`src/rtl/mc_pkg.sv`:
```
// Shared types and encodings for the multi-cycle MIPS control unit.
package mc_pkg;

   typedef enum logic [3:0] {
      S_FETCH   = 4'd0,
      S_DECODE  = 4'd1,
      S_MEMADR  = 4'd2,
      S_MEMRD   = 4'd3,
      S_MEMWB   = 4'd4,
      S_MEMWR   = 4'd5,
      S_EXECUTE = 4'd6,
      S_ALUWB   = 4'd7,
      S_BRANCH  = 4'd8,
      S_ADDIEX  = 4'd9,
      S_ADDIWB  = 4'd10,
      S_JUMP    = 4'd11
   } state_t;

   localparam logic [5:0] OP_RTYPE = 6'b000000;
   localparam logic [5:0] OP_LW    = 6'b100011;
   localparam logic [5:0] OP_SW    = 6'b101011;
   localparam logic [5:0] OP_BEQ   = 6'b000100;
   localparam logic [5:0] OP_ADDI  = 6'b001000;
   localparam logic [5:0] OP_J     = 6'b000010;

   localparam logic [5:0] FN_ADD = 6'b100000;
   localparam logic [5:0] FN_SUB = 6'b100010;
   localparam logic [5:0] FN_AND = 6'b100100;
   localparam logic [5:0] FN_OR  = 6'b100101;
   localparam logic [5:0] FN_SLT = 6'b101010;

   localparam logic [1:0] ALUOP_ADD   = 2'b00;
   localparam logic [1:0] ALUOP_SUB   = 2'b01;
   localparam logic [1:0] ALUOP_FUNCT = 2'b10;

   localparam logic [1:0] ASB_REGB  = 2'b00;
   localparam logic [1:0] ASB_FOUR  = 2'b01;
   localparam logic [1:0] ASB_IMM   = 2'b10;
   localparam logic [1:0] ASB_IMMSH = 2'b11;

   localparam logic [1:0] PCSRC_ALU    = 2'b00;
   localparam logic [1:0] PCSRC_ALUOUT = 2'b01;
   localparam logic [1:0] PCSRC_JUMP   = 2'b10;

   localparam logic [2:0] ALU_AND = 3'b000;
   localparam logic [2:0] ALU_OR  = 3'b001;
   localparam logic [2:0] ALU_ADD = 3'b010;
   localparam logic [2:0] ALU_SUB = 3'b110;
   localparam logic [2:0] ALU_SLT = 3'b111;

endpackage

```
`src/rtl/mc_controller_if.sv`:
```
// Controller <-> datapath signal bundle; master is the controller side.
interface mc_controller_if;
   logic [5:0] op;
   logic [5:0] funct;
   logic       zero;
   logic       iord;
   logic       memwrite;
   logic       irwrite;
   logic       regwrite;
   logic       regdst;
   logic       memtoreg;
   logic       alusrca;
   logic [1:0] alusrcb;
   logic [1:0] pcsrc;
   logic       pcen;
   logic [2:0] alucontrol;
   logic       illegal;
   logic [3:0] state_o;

   modport master (
      input  op, funct, zero,
      output iord, memwrite, irwrite, regwrite, regdst, memtoreg, alusrca,
             alusrcb, pcsrc, pcen, alucontrol, illegal, state_o
   );

   modport slave (
      output op, funct, zero,
      input  iord, memwrite, irwrite, regwrite, regdst, memtoreg, alusrca,
             alusrcb, pcsrc, pcen, alucontrol, illegal, state_o
   );
endinterface

```
`src/rtl/alu_decoder.sv`:
```
// Maps ALU operation class and R-type funct field to the 3-bit ALU function.
module alu_decoder
   import mc_pkg::*;
(
   input  logic [1:0] aluop,
   input  logic [5:0] funct,
   output logic [2:0] alucontrol
);

   always_comb begin
      alucontrol = ALU_ADD;
      case (aluop)
         ALUOP_ADD: alucontrol = ALU_ADD;
         ALUOP_SUB: alucontrol = ALU_SUB;
         ALUOP_FUNCT: begin
            // Unknown funct falls back to ADD; the instruction still completes
            case (funct)
               FN_ADD:  alucontrol = ALU_ADD;
               FN_SUB:  alucontrol = ALU_SUB;
               FN_AND:  alucontrol = ALU_AND;
               FN_OR:   alucontrol = ALU_OR;
               FN_SLT:  alucontrol = ALU_SLT;
               default: alucontrol = ALU_ADD;
            endcase
         end
         default: alucontrol = ALU_ADD;
      endcase
   end

endmodule

```
`src/rtl/mc_controller.sv`:
```
// Moore control FSM for the multi-cycle MIPS datapath: fetch, decode,
// execute, memory and writeback sequencing with per-state datapath controls.
module mc_controller
   import mc_pkg::*;
(
   input  logic            clk,
   input  logic            reset,
   mc_controller_if.master bus
);

   state_t     r_state;
   state_t     w_next;
   logic       w_iord;
   logic       w_memwrite;
   logic       w_irwrite;
   logic       w_regwrite;
   logic       w_regdst;
   logic       w_memtoreg;
   logic       w_alusrca;
   logic [1:0] w_alusrcb;
   logic [1:0] w_pcsrc;
   logic [1:0] w_aluop;
   logic [1:0] w_aluop_g;
   logic       w_pcwrite;
   logic       w_branch;
   logic       w_illegal;
   logic [2:0] w_alucontrol;

   always_ff @(posedge clk) begin
      if (reset) r_state <= S_FETCH;
      else       r_state <= w_next;
   end

   // Next-state and per-state control decode
   always_comb begin
      w_next     = S_FETCH;
      w_iord     = 1'b0;
      w_memwrite = 1'b0;
      w_irwrite  = 1'b0;
      w_regwrite = 1'b0;
      w_regdst   = 1'b0;
      w_memtoreg = 1'b0;
      w_alusrca  = 1'b0;
      w_alusrcb  = ASB_REGB;
      w_pcsrc    = PCSRC_ALU;
      w_aluop    = ALUOP_ADD;
      w_pcwrite  = 1'b0;
      w_branch   = 1'b0;
      w_illegal  = 1'b0;
      case (r_state)
         S_FETCH: begin
            w_alusrcb = ASB_FOUR;
            w_irwrite = 1'b1;
            w_pcwrite = 1'b1;
            w_next    = S_DECODE;
         end
         S_DECODE: begin
            w_alusrcb = ASB_IMMSH;
            case (bus.op)
               OP_LW, OP_SW: w_next = S_MEMADR;
               OP_RTYPE:     w_next = S_EXECUTE;
               OP_BEQ:       w_next = S_BRANCH;
               OP_ADDI:      w_next = S_ADDIEX;
               OP_J:         w_next = S_JUMP;
               default: begin
                  w_next    = S_FETCH;
                  w_illegal = 1'b1;
               end
            endcase
         end
         S_MEMADR: begin
            w_alusrca = 1'b1;
            w_alusrcb = ASB_IMM;
            w_next    = (bus.op == OP_SW) ? S_MEMWR : S_MEMRD;
         end
         S_MEMRD: begin
            w_iord = 1'b1;
            w_next = S_MEMWB;
         end
         S_MEMWB: begin
            w_memtoreg = 1'b1;
            w_regwrite = 1'b1;
         end
         S_MEMWR: begin
            w_iord     = 1'b1;
            w_memwrite = 1'b1;
         end
         S_EXECUTE: begin
            w_alusrca = 1'b1;
            w_aluop   = ALUOP_FUNCT;
            w_next    = S_ALUWB;
         end
         S_ALUWB: begin
            w_regdst   = 1'b1;
            w_regwrite = 1'b1;
         end
         S_BRANCH: begin
            w_alusrca = 1'b1;
            w_aluop   = ALUOP_SUB;
            w_pcsrc   = PCSRC_ALUOUT;
            w_branch  = 1'b1;
         end
         S_ADDIEX: begin
            w_alusrca = 1'b1;
            w_alusrcb = ASB_IMM;
            w_next    = S_ADDIWB;
         end
         S_ADDIWB: begin
            w_regwrite = 1'b1;
         end
         S_JUMP: begin
            w_pcsrc   = PCSRC_JUMP;
            w_pcwrite = 1'b1;
         end
         default: w_next = S_FETCH;
      endcase
   end

   assign w_aluop_g = reset ? ALUOP_ADD : w_aluop;

   alu_decoder u_alu_decoder (
      .aluop      (w_aluop_g),
      .funct      (bus.funct),
      .alucontrol (w_alucontrol)
   );

   // Reset masks every output in the same cycle so an aborted instruction never writes
   assign bus.iord       = ~reset & w_iord;
   assign bus.memwrite   = ~reset & w_memwrite;
   assign bus.irwrite    = ~reset & w_irwrite;
   assign bus.regwrite   = ~reset & w_regwrite;
   assign bus.regdst     = ~reset & w_regdst;
   assign bus.memtoreg   = ~reset & w_memtoreg;
   assign bus.alusrca    = ~reset & w_alusrca;
   assign bus.alusrcb    = reset ? 2'b00 : w_alusrcb;
   assign bus.pcsrc      = reset ? 2'b00 : w_pcsrc;
   assign bus.pcen       = ~reset & (w_pcwrite | (w_branch & bus.zero));
   assign bus.alucontrol = w_alucontrol;
   assign bus.illegal    = ~reset & w_illegal;
   assign bus.state_o    = reset ? 4'd0 : 4'(r_state);

endmodule
```
`src/flat_wrapper.sv`:
```
// flat-port wrapper written by rule: the top's interface ports become plain ports
module mc_controller_flat import mc_pkg::*;
  (clk, reset, bus_op, bus_funct, bus_zero, bus_iord, bus_memwrite, bus_irwrite, bus_regwrite, bus_regdst, bus_memtoreg, bus_alusrca, bus_alusrcb, bus_pcsrc, bus_pcen, bus_alucontrol, bus_illegal, bus_state_o);
  mc_controller_if bus_i ();
  input  logic clk;
  input  logic reset;
  input wire logic [$bits(bus_i.op)-1:0] bus_op;
  input wire logic [$bits(bus_i.funct)-1:0] bus_funct;
  input wire logic [$bits(bus_i.zero)-1:0] bus_zero;
  output wire logic [$bits(bus_i.iord)-1:0] bus_iord;
  output wire logic [$bits(bus_i.memwrite)-1:0] bus_memwrite;
  output wire logic [$bits(bus_i.irwrite)-1:0] bus_irwrite;
  output wire logic [$bits(bus_i.regwrite)-1:0] bus_regwrite;
  output wire logic [$bits(bus_i.regdst)-1:0] bus_regdst;
  output wire logic [$bits(bus_i.memtoreg)-1:0] bus_memtoreg;
  output wire logic [$bits(bus_i.alusrca)-1:0] bus_alusrca;
  output wire logic [$bits(bus_i.alusrcb)-1:0] bus_alusrcb;
  output wire logic [$bits(bus_i.pcsrc)-1:0] bus_pcsrc;
  output wire logic [$bits(bus_i.pcen)-1:0] bus_pcen;
  output wire logic [$bits(bus_i.alucontrol)-1:0] bus_alucontrol;
  output wire logic [$bits(bus_i.illegal)-1:0] bus_illegal;
  output wire logic [$bits(bus_i.state_o)-1:0] bus_state_o;
  assign bus_i.op = bus_op;
  assign bus_i.funct = bus_funct;
  assign bus_i.zero = bus_zero;
  assign bus_iord = bus_i.iord;
  assign bus_memwrite = bus_i.memwrite;
  assign bus_irwrite = bus_i.irwrite;
  assign bus_regwrite = bus_i.regwrite;
  assign bus_regdst = bus_i.regdst;
  assign bus_memtoreg = bus_i.memtoreg;
  assign bus_alusrca = bus_i.alusrca;
  assign bus_alusrcb = bus_i.alusrcb;
  assign bus_pcsrc = bus_i.pcsrc;
  assign bus_pcen = bus_i.pcen;
  assign bus_alucontrol = bus_i.alucontrol;
  assign bus_illegal = bus_i.illegal;
  assign bus_state_o = bus_i.state_o;
  mc_controller u_core (.clk(clk), .reset(reset), .bus(bus_i));
endmodule
```
`config.mk`:
```
export PLATFORM = sky130hd
export DESIGN_NAME = mc_controller_flat
export DESIGN_NICKNAME = d
export VERILOG_FILES = /design/src/rtl/mc_pkg.sv /design/src/rtl/mc_controller_if.sv /design/src/rtl/alu_decoder.sv /design/src/rtl/mc_controller.sv /design/src/flat_wrapper.sv
export SDC_FILE = /design/constraint.sdc
export NUM_CORES = 1
export LEC_CHECK = 0
export ABC_AREA = 1
export BUFFER_PORTS_ARGS = -buffer_cell sky130_fd_sc_hd__clkbuf_2
export CORE_UTILIZATION = 44
export CTS_CLUSTER_DIAMETER = 40
export DETAILED_ROUTE_END_ITERATION = 12
export GPL_TIMING_DRIVEN = 0
export PLACE_DENSITY = 0.8
export SETUP_SLACK_MARGIN = 0.5
export SYNTH_ARGS = -nofsm -noshare
export SYNTH_HDL_FRONTEND = slang
export SYNTH_HIERARCHICAL = 1
export SYNTH_SLANG_ARGS = --single-unit
export TNS_END_PERCENT = 5
```
`constraint.sdc`:
```
create_clock -name clk -period 1.92 [get_ports clk]
set_input_delay 0.384 -clock clk [delete_from_list [all_inputs] [get_ports clk]]
set_output_delay 0.384 -clock clk [all_outputs]
set_load 0.05 [all_outputs]
```
==> flow_summary_export.csv, run 1 <==
group,metric,value,unit
run_status,outcome,"complete, but fails checks",
run_status,violations,"negative setup slack",
layout,final_common_cell,"nor2_1",
floorplanning,ioPinCount,35,
place,place_area,937,um^2
routing,drc,0,
place,port_buffers,34,
clocking,numCtsBuffers,3,
global_route,antenna_found_initial,0,
worst_setup_path,crit_required,1540,ps
sta,worstMarginPinSlew,264,ps
sta,period_share,116,%
clocking,clk-insertion-delay-late,230,ps
layout,reg_top3,"u_core/r_state (4)",
worst_setup_path,r2r_setup_slack,550,ps
routing,routed_wl,3230,um
sta,hold_viol_final,0,
global_route,gr-max-usage-layer,"met2",
layout,final_layout_size_suffix_gt1_share,48.4,%
clocking,cts_tree,"done",
global_route,grt_pass1_vias,869,
worst_setup_path,start_kind,"flop",
min_path,hp-start,"bus_op[2]",
layout,final_cell_mix,"nor2_1, nand2_1, inv_1, nand3_1, clkbuf_2",
pwr,power_density,291,nW/um^2
clocking,cts.sink_count,4,
sta,skew,1.39,ps
yosys,seq_area_frac_synth,11.8,%
yosys,ys_ff_latch,4,
global_route,grt_pass1_wl,3630,um
worst_setup_path,crit_family,"simple AND/OR/NAND/NOR gates",
clocking,cts_max_path_buffers,2,
routing,vias_per_cell,5.91,
routing,vias,1165,
pwr,ir_worst_vdd,0.000295,V
yosys,synth.mux.area_fraction,0,%
pwr,pwr-share-clk,29.3,%
worst_setup_path,crit_path_top_delay_cell,"dfxtp_2",
yosys,yosysTopAreaCell,"nor2_1",
pwr,p_seq_share,24.3,%
yosys,synthSimpleGateAreaFrac,61.6,%
sta,slew_headroom,82.3,%
pwr,switching_power,156,uW
sta,finalWorstSetupSlack,-300,ps
floorplanning,fp.dieArea,1710,um^2
routing,wl_per_cell,16.4,um
routing,ant_nets,0,
yosys,synthCells,136,
yosys,ys.warnings.count,6,
sta,timing.fmax,450,MHz
pwr,power.internal,210,uW
global_route,grtUsageTotal,32.8,%
sta,whs,597,ps
global_route,use_met1,35.4,%
worst_setup_path,cp_max_fo,5,
clocking,path_clk_slew,40,ps
global_route,grt_max_degree,11,
clocking,cts_max_level,1,
layout,top_register,"u_core/r_state",
worst_setup_path,path_cells,"inv_4 > nor2_4 > nand2_2 > nor2_4 > inv_1 > ha_1 > inv_2 > nand2_1 > nor2_1 > nand2_1 > buf_8",
yosys,synth_compound_area_share,9.56,%
place,gp_congestion,0.838,
routing,drt_iter0_markers,67,
flow_run,drv_cap,0,
global_route,grtUsageMet3,2.66,%
sta,drv_slew,0,
layout,num_antenna_cells,0,
yosys,synth.area.top_cells,"nor2_1, nand2_1, dfxtp_1",
yosys,synth_cell_types,21,
worst_setup_path,critPathCaptureType,"primary output",
layout,fin_area,1260,um^2
worst_setup_path,r2r_start,"u_core/r_state[3]",
sta,finalSetupTns,-1010,ps
floorplanning,fp.dieH,41.3,um
sta,rsz0062_at_grt,"yes",
worst_setup_path,critPathMaxStageDelay,380,ps
yosys,synth_adder_area_share,3.68,%
pwr,power.share.switching,42.6,%
pwr,p_leak,0.622,nW
global_route,grt_use_met2,65.2,%
routing,firstDrtPassIters,5,
yosys,synth_nets,153,
yosys,syn_area_per_cell,5.00,um^2
clocking,root_buffer,"clkbuf_4",
place,dp_slack,-404,ps
pwr,combPwrFrac,46.4,%
global_route,gr-total-overflow,0,
yosys,synth_top_area_share,22.1,%
worst_setup_path,arrival,1840,ps
layout,syn2layout_area_growth,85.1,%
min_path,min_path_type,"input port to flop",
sta,fin_crit,2220,ps
place,dp_hpwl,1640,um
yosys,mappedNetlistArea,681,um^2
worst_setup_path,crit_type,"flop to primary output",
floorplanning,core_area,1370,um^2
sta,setup_viol,5,
worst_setup_path,path_buf_inv,4,
layout,layout.nets,201,
layout,largest_reg_flops,4,
yosys,synth_xor_area_share,0,%
floorplanning,die_w,41.3,um
worst_setup_path,cp-startpoint,"u_core/r_state[2]",
clocking,ctsHoldBuffers,0,
yosys,synth_top_family_by_area,"simple AND/OR/NAND/NOR gates",
floorplanning,row_count,13,
floorplanning,start_util,49.8,%
-- synthesized netlist by cell type --
master   number
nand4_1       1
a31oi_1       1
a21oi_1       6
or2_1         1
nand2_4       1
o21ai_0       3
a21oi_2       1
inv_1        20
inv_2         3
buf_2         1
nor2_2        4
nand3_1      15
dfxtp_1       4
nand2_2       1
nor2_1       40
nor3_1        1
o21ai_1       1
and2_1        1
nor3_2        3
nand2_1      26
ha_1          2
-- power groups by stage --
stage	clock network, mW	registers, mW	logic (mW)
floorplan	0	0.0906	0.0904
global placement	0	0.0919	0.130
detailed placement	0	0.0919	0.132
CTS	0.109	0.0885	0.155
global route	0.112	0.0892	0.180
finish	0.107	0.0891	0.170
-- cell type report --
cell class	count	area, um^2
multi-input cells	108	631
repair buffers	43	394
fillers	55	106
inverters	23	96.3
flip-flops and latches	4	90.1
clock buffers	3	22.5
well taps	15	18.8
plain buffers	1	7.51
-- repair_timing --
item | CTS | global route
setup buffers | 7 | 2
setup endpoints to repair | 20 | 20
pin swaps | 13 | 12
gates resized for setup | 58 | 18
-- worst paths after layout --
check | to | depth (start not counted)
worst max register to register | u_core/r_state[1] | 7
worst max-delay path | bus_alucontrol[1] | 11
worst min-delay path | u_core/r_state[3] | 5
worst min register to register | u_core/r_state[3] | 3
-- layer usage --
| metal | part of all wire (%) | vias up |
|---|---|---|
| li1 | - | 521 |
| met3 | 8.7 | 28 |
| met1 | 36 | 516 |
| met5 | 0 | - |
| met4 | 4.5 | 0 |
| met2 | 51 | 100 |
-- metrics by stage --
stage	cells	total power, mW	util (%)
6_report	197	0.366	92.2
5_1_grt	197	0.381	92.2
4_1_cts	195	0.353	89.1
3_5_place_dp	185	0.224	68.6
3_3_place_gp	185	0.221	68.6
2_1_floorplan	136	0.181	-
-- cells by family after synthesis --
family | after synthesis
fa+ha+maj | 2
flops | 4
buf+inv | 24
simple gates | 94
compound gates | 12
-- worst register-to-register path, cell delays in order (launching register included) --
cell	delay [ps]
dfxtp_4	370
inv_6	40
buf_4	150
nor2_1	220
nand2_1	130
nand2_1	130
a21oi_1	80
a21oi_2	170
No activity file was read; power rests on OpenSTA's default activity.
==> inputs of run 2 (changes only) <==
PLACE_DENSITY = 0.89   (was 0.8)
==> run 2 against run 1 <==
Compared with the run above:
- the run now fails in global routing
- synthesized area is the same
- synthesized cell count is the same
==> flow_summary_export.csv, run 2 <==
group,metric,value,unit
run_status,outcome,"did not finish",
run_status,haltStage,"global routing",
run_status,first-error,"[ERROR DPL-0038] Utilization greater than 100%, impossible to legalize",
yosys,synth_most_common_cell,"nor2_1",
place,dpl.cell_count,185,
yosys,synth_top_family_by_area,"simple AND/OR/NAND/NOR gates",
place,port_buffers,34,
place,gp_congestion,0.913,
yosys,synth_ff_type,"dfxtp_1",
clocking,cts.sink_count,4,
clocking,numCtsBuffers,3,
clocking,root_buffer,"clkbuf_4",
yosys,seq_area_frac_synth,11.8,%
yosys,synth_top_area_share,22.1,%
floorplanning,ioPinCount,35,
sta,worstEndpointType,"output port",
yosys,synth_nets,153,
yosys,synth_cell_types,21,
clocking,cts_max_path_buffers,2,
yosys,yosysTopAreaCell,"nor2_1",
global_route,grt_max_degree,11,
yosys,synthSimpleGateAreaFrac,61.6,%
yosys,synthCells,136,
clocking,cts_max_level,1,
floorplanning,start_util,49.8,%
place,dp_hpwl,1630,um
yosys,ys.warnings.count,6,
yosys,yosys-top-cells-count,"nor2_1, nand2_1, inv_1",
yosys,ys_ff_latch,4,
yosys,syn_area_per_cell,5.00,um^2
sta,worstEndpointGrtRepair,"bus_alucontrol[0]",
floorplanning,row_count,13,
yosys,synthArstFlopShare,0,%
yosys,synth_adder_area_share,3.68,%
floorplanning,fp.dieH,41.3,um
place,dp_slack,-418,ps
yosys,synth_xor_area_share,0,%
yosys,synth_compound_area_share,9.56,%
yosys,synth.mux.area_fraction,0,%
yosys,synth.area.top_cells,"nor2_1, nand2_1, dfxtp_1",
floorplanning,die_w,41.3,um
yosys,synth_edf_count,0,
yosys,mappedNetlistArea,681,um^2
run 2: cell counts after synthesis:
Identical to the previous run, type by type.
run 2: timing repair:
item / in CTS
buffers inserted: 11
setup endpoints to repair: 20
hold buffers: 0
resized for setup: 75
pin swaps: 14
run 2: logic make-up after synthesis:
kind of cell             after synthesis
AO/OA/AOI/OAI                         12
buffers and inverters                 24
AND/OR/NAND/NOR                       94
flip-flops                             4
adder cells (fa/ha/maj)                2
run 2: per-stage QoR:
stage,hold slack [ps],instance area [um^2]
after floorplan,538,748
after global placement,581,937
after detailed placement,608,937
after CTS,581,1310
==> inputs of run 3 (changes only) <==
CORE_AREA = 2 2 63 65   (was not set)
CORE_UTILIZATION = not set   (was 44)
CTS_CLUSTER_DIAMETER = not set   (was 40)
DIE_AREA = 0 0 65 67   (was not set)
PLACE_DENSITY = not set   (was 0.89)
PLACE_DENSITY_LB_ADDON = 0.15   (was not set)
SETUP_SLACK_MARGIN = not set   (was 0.5)
==> run 3 against run 2 <==
Compared with the run above:
- the flow now finishes, with violations (negative setup slack)
==> flow_summary_export.csv, run 3 (synthesis results as in run 1) <==
group,metric,value,unit
floorplanning,fp.dieH,67,um
sta,rsz0062_at_grt,"yes",
worst_setup_path,crit_required,1540,ps
sta,drv_slew,0,
min_path,min_path_type,"flop to flop",
sta,timing.fmax,484,MHz
run_status,violations,"negative setup slack",
clocking,cts_max_level,1,
worst_setup_path,cp_max_fo,5,
sta,whs,588,ps
routing,firstDrtPassIters,4,
clocking,cts_max_path_buffers,2,
global_route,antenna_found_initial,0,
clocking,cts_tree,"done",
sta,period_share,108,%
global_route,grtUsageTotal,11.0,%
layout,syn2layout_area_growth,73.9,%
layout,reg_top3,"u_core/r_state (4)",
flow_run,drv_cap,0,
pwr,p_leak,0.589,nW
layout,fin_area,1180,um^2
clocking,cts.sink_count,4,
global_route,gr-total-overflow,0,
clocking,ctsHoldBuffers,0,
sta,slew_headroom,81.0,%
place,place_area,978,um^2
floorplanning,core_area,3610,um^2
layout,layout.nets,199,
global_route,grt_pass1_vias,955,
pwr,power_density,345,nW/um^2
floorplanning,start_util,18.9,%
clocking,root_buffer,"clkbuf_8",
routing,wl_per_cell,10.1,um
layout,final_layout_size_suffix_gt1_share,45.6,%
place,dp_hpwl,1920,um
routing,vias,989,
layout,final_cell_mix,"nor2_1, clkbuf_2, nand2_1, inv_1, nand3_1",
worst_setup_path,start_kind,"flop",
worst_setup_path,crit_type,"flop to primary output",
routing,ant_nets,0,
floorplanning,ioPinCount,35,
floorplanning,die_w,65,um
sta,finalWorstSetupSlack,-144,ps
layout,final_common_cell,"nor2_1",
sta,hold_viol_final,0,
place,port_buffers,34,
worst_setup_path,critPathCaptureType,"primary output",
clocking,path_clk_slew,30,ps
sta,skew,3.05,ps
floorplanning,fp.dieArea,4360,um^2
global_route,grt_pass1_wl,3840,um
clocking,numCtsBuffers,3,
floorplanning,row_count,22,
global_route,grt_max_degree,11,
routing,drc,0,
pwr,ir_worst_vdd,0.000414,V
layout,largest_reg_flops,4,
routing,routed_wl,2310,um
run_status,outcome,"complete, but fails checks",
sta,setup_viol,3,
layout,num_antenna_cells,0,
worst_setup_path,arrival,1680,ps
routing,drt_iter0_markers,24,
sta,fin_crit,2060,ps
place,gp_congestion,0.822,
sta,worstMarginPinSlew,286,ps
clocking,clk-insertion-delay-late,220,ps
routing,vias_per_cell,4.34,
layout,top_register,"u_core/r_state",
[run 3: power breakdown]
| part | switching (mW) | internal (mW) | total, mW |
|---|---|---|---|
| Clock | 0.0401 | 0.133 | 0.173 |
| Combinational | 0.101 | 0.0463 | 0.147 |
| Sequential | 0.00508 | 0.0830 | 0.0881 |
| Total | 0.146 | 0.263 | 0.409 |
[run 3: final timing paths]
check                     from                 to  slack, ps  depth (start not counted)
max          u_core/r_state[2]  bus_alucontrol[0]       -140                          8
min          u_core/r_state[2]  u_core/r_state[3]        590                          3
max reg2reg  u_core/r_state[3]  u_core/r_state[2]        710                          8
min reg2reg  u_core/r_state[2]  u_core/r_state[3]        590                          3
[run 3: repair_timing]
action,in CTS,in global routing
endpoints found under the setup margin,7,8
setup buffers,7,0
pin swaps,7,0
gates resized for setup,31,16
[run 3: area by class of cell]
cell class / instances / area, um^2
multi-input cells: 108 / 611
plain buffers: 1 / 7.51
clock buffers: 3 / 41.3
fillers: 419 / 2420
flip-flops and latches: 4 / 92.6
repair buffers: 41 / 278
inverters: 23 / 93.8
well taps: 48 / 60.1
[run 3: metal layers]
layer  wire (um)  GRT usage (%)
met2        1220           21.6
met1         954           12.2
met3         137           2.36
met4           0           1.60
met5           0              0
[run 3: critical path, stage by stage, from the launching register on]
cell	delay [ps]
dfxtp_4	370
inv_4	70
nor2_4	90
nand2_2	80
nor2_4	140
ha_4	210
or2_4	230
a21oi_4	130
buf_8	160
[run 3: stage by stage]
step,setup TNS [ps],total power [mW],std cells,setup WS [ps],utilization (%)
2_1_floorplan,-1270,0.181,136,-244,-
3_5_place_dp,-1160,0.227,218,-435,27.1
5_1_grt,-753,0.437,228,-239,32.8
3_3_place_gp,-1080,0.226,218,-422,27.1
6_report,-308,0.409,228,-144,32.8
4_1_cts,-342,0.415,228,-155,32.3
==> inputs of run 4 (changes only) <==
CORE_AREA = 4 4 65 67   (was 2 2 63 65)
DIE_AREA = 0 0 69 71   (was 0 0 65 67)
==> run 4 against run 3 <==
Compared with the run above:
- utilization grew 2.2 points
- critical endpoint unchanged
- register-to-register slack lost 60 ps
- final cell count grew 3.1%
- cell area grew 7.6%
- die area grew 12%
- the run still ends with negative setup slack left
- critical path depth is the same
- clock-buffer cell count is the same
- hold slack lost 35 ps
- flip-flop and latch count is the same
- clock power is essentially flat
- combinational power grew 9%
- routed wire length grew 3.0%
==> flow_summary_export.csv, run 4 (synthesis results as in run 1) <==
group,metric,value,unit
worst_setup_path,start_kind,"flop",
layout,layout.nets,206,
clocking,cts_max_path_buffers,2,
clocking,clk-insertion-delay-late,220,ps
worst_setup_path,arrival,1700,ps
sta,setup_viol,4,
routing,routed_wl,2380,um
worst_setup_path,crit_path_top_delay_cell,"dfxtp_4",
routing,drt_iter0_markers,17,
sta,period_share,109,%
pwr,pwr-share-clk,41.6,%
worst_setup_path,path_buf_inv,2,
worst_setup_path,critPathMaxStageDelay,340,ps
worst_setup_path,crit_family,"simple AND/OR/NAND/NOR gates",
pwr,switching_power,151,uW
pwr,p_seq_share,20.6,%
worst_setup_path,crit_type,"flop to primary output",
floorplanning,fp.dieArea,4900,um^2
global_route,gr-total-overflow,0,
routing,firstDrtPassIters,5,
floorplanning,start_util,18.7,%
floorplanning,fp.dieH,71,um
clocking,cts_tree,"done",
sta,skew,2.80,ps
layout,num_antenna_cells,0,
run_status,outcome,"complete, but fails checks",
run_status,violations,"negative setup slack",
floorplanning,die_w,69,um
worst_setup_path,crit_required,1540,ps
layout,reg_top3,"u_core/r_state (4)",
place,gp_congestion,0.851,
place,dp_slack,-446,ps
place,dp_hpwl,1880,um
clocking,path_clk_slew,30,ps
floorplanning,core_area,3630,um^2
sta,slew_headroom,80.9,%
pwr,power,422,uW
layout,largest_reg_flops,4,
pwr,power.internal,271,uW
sta,finalSetupTns,-424,ps
worst_setup_path,critPathCaptureType,"primary output",
layout,syn2layout_area_growth,87.1,%
pwr,power.share.switching,35.9,%
sta,fin_crit,2090,ps
clocking,numCtsBuffers,3,
routing,drc,0,
flow_run,drv_cap,0,
global_route,grt_pass1_wl,4050,um
worst_setup_path,path_cells,"buf_4 > nor2_4 > nand2_2 > nor2_4 > ha_4 > or2_4 > a21oi_4 > buf_8",
worst_setup_path,cp_max_fo,2,
floorplanning,ioPinCount,35,
place,port_buffers,34,
pwr,p_leak,0.627,nW
layout,top_register,"u_core/r_state",
pwr,ir_worst_vdd,0.000291,V
clocking,cts.sink_count,4,
clocking,ctsHoldBuffers,0,
clocking,root_buffer,"clkbuf_8",
sta,timing.fmax,479,MHz
global_route,grt_pass1_vias,986,
layout,final_util,35.1,%
routing,wl_per_cell,10.1,um
global_route,antenna_found_initial,0,
sta,drv_slew,0,
global_route,grt_max_degree,11,
routing,ant_nets,0,
sta,finalWorstSetupSlack,-169,ps
routing,vias,993,
sta,rsz0062_at_grt,"yes",
routing,vias_per_cell,4.23,
layout,final_common_cell,"nor2_1",
layout,final_cell_mix,"nor2_1, clkbuf_2, nand2_1, buf_4, nand3_1",
sta,hold_viol_final,0,
global_route,grtUsageTotal,9.65,%
clocking,cts_max_level,1,
min_path,min_path_type,"input port to flop",
pwr,combPwrFrac,37.8,%
sta,worstMarginPinSlew,288,ps
layout,final_layout_size_suffix_gt1_share,50.8,%
worst_setup_path,crit_top_cell,"nor2_4",
pwr,power_density,331,nW/um^2
floorplanning,row_count,22,
[run 4: worst paths after layout]
path	startpoint	endpoint	slack [ps]	depth (start not counted)
min reg2reg	u_core/r_state[2]	u_core/r_state[3]	570	3
min	reset	u_core/r_state[2]	550	4
max	u_core/r_state[3]	bus_alucontrol[0]	-170	8
max reg2reg	u_core/r_state[3]	u_core/r_state[1]	650	8
[run 4: area by class of cell]
type                            count  area (um^2)
Buffer                              1         7.51
Clock buffer                        3         41.3
Fill cell                         430         2360
Inverter                           23         98.8
Multi-Input combinational cell    108          628
Sequential cell                     4         95.1
Tap cell                           48         60.1
Timing Repair Buffer               48          343
[run 4: metrics by stage]
| stage | cells | hold slack (ps) | cell area, um^2 |
|---|---|---|---|
| finish | 235 | 553 | 1270 |
| global route | 235 | 598 | 1270 |
| CTS | 232 | 550 | 1210 |
| detailed placement | 218 | 607 | 978 |
| global placement | 218 | 619 | 978 |
| floorplan | 136 | 538 | 748 |
[run 4: worst min-delay path, delay by kind of cell]
family | cells | cell delay [ps]
buffers and inverters | 3 | 270
and+or+nand+nor | 1 | 70
[run 4: what timing repair did]
| item | CTS | global route |
|---|---|---|
| setup buffers | 11 | 3 |
| gates resized for setup | 36 | 24 |
| pin swaps | 8 | 7 |
| setup endpoints to repair | 7 | 9 |
[run 4: power groups by stage]
| stage | clock network [mW] | registers [mW] | logic (mW) |
|---|---|---|---|
| CTS | 0.181 | 0.0867 | 0.154 |
| floorplan | 0 | 0.0906 | 0.0904 |
| global route | 0.189 | 0.0870 | 0.175 |
| detailed placement | 0 | 0.0921 | 0.134 |
| global placement | 0 | 0.0921 | 0.133 |
| finish | 0.176 | 0.0869 | 0.160 |
[run 4: layer usage]
layer / up-vias / global-route usage (%) / wire length [um]
met5: - / 0 / 0
met4: 0 / 4.12 / 36
met3: 4 / 1.70 / 107
met2: 25 / 17.4 / 1240
met1: 442 / 11.2 / 1000
li1: 522 / - / -
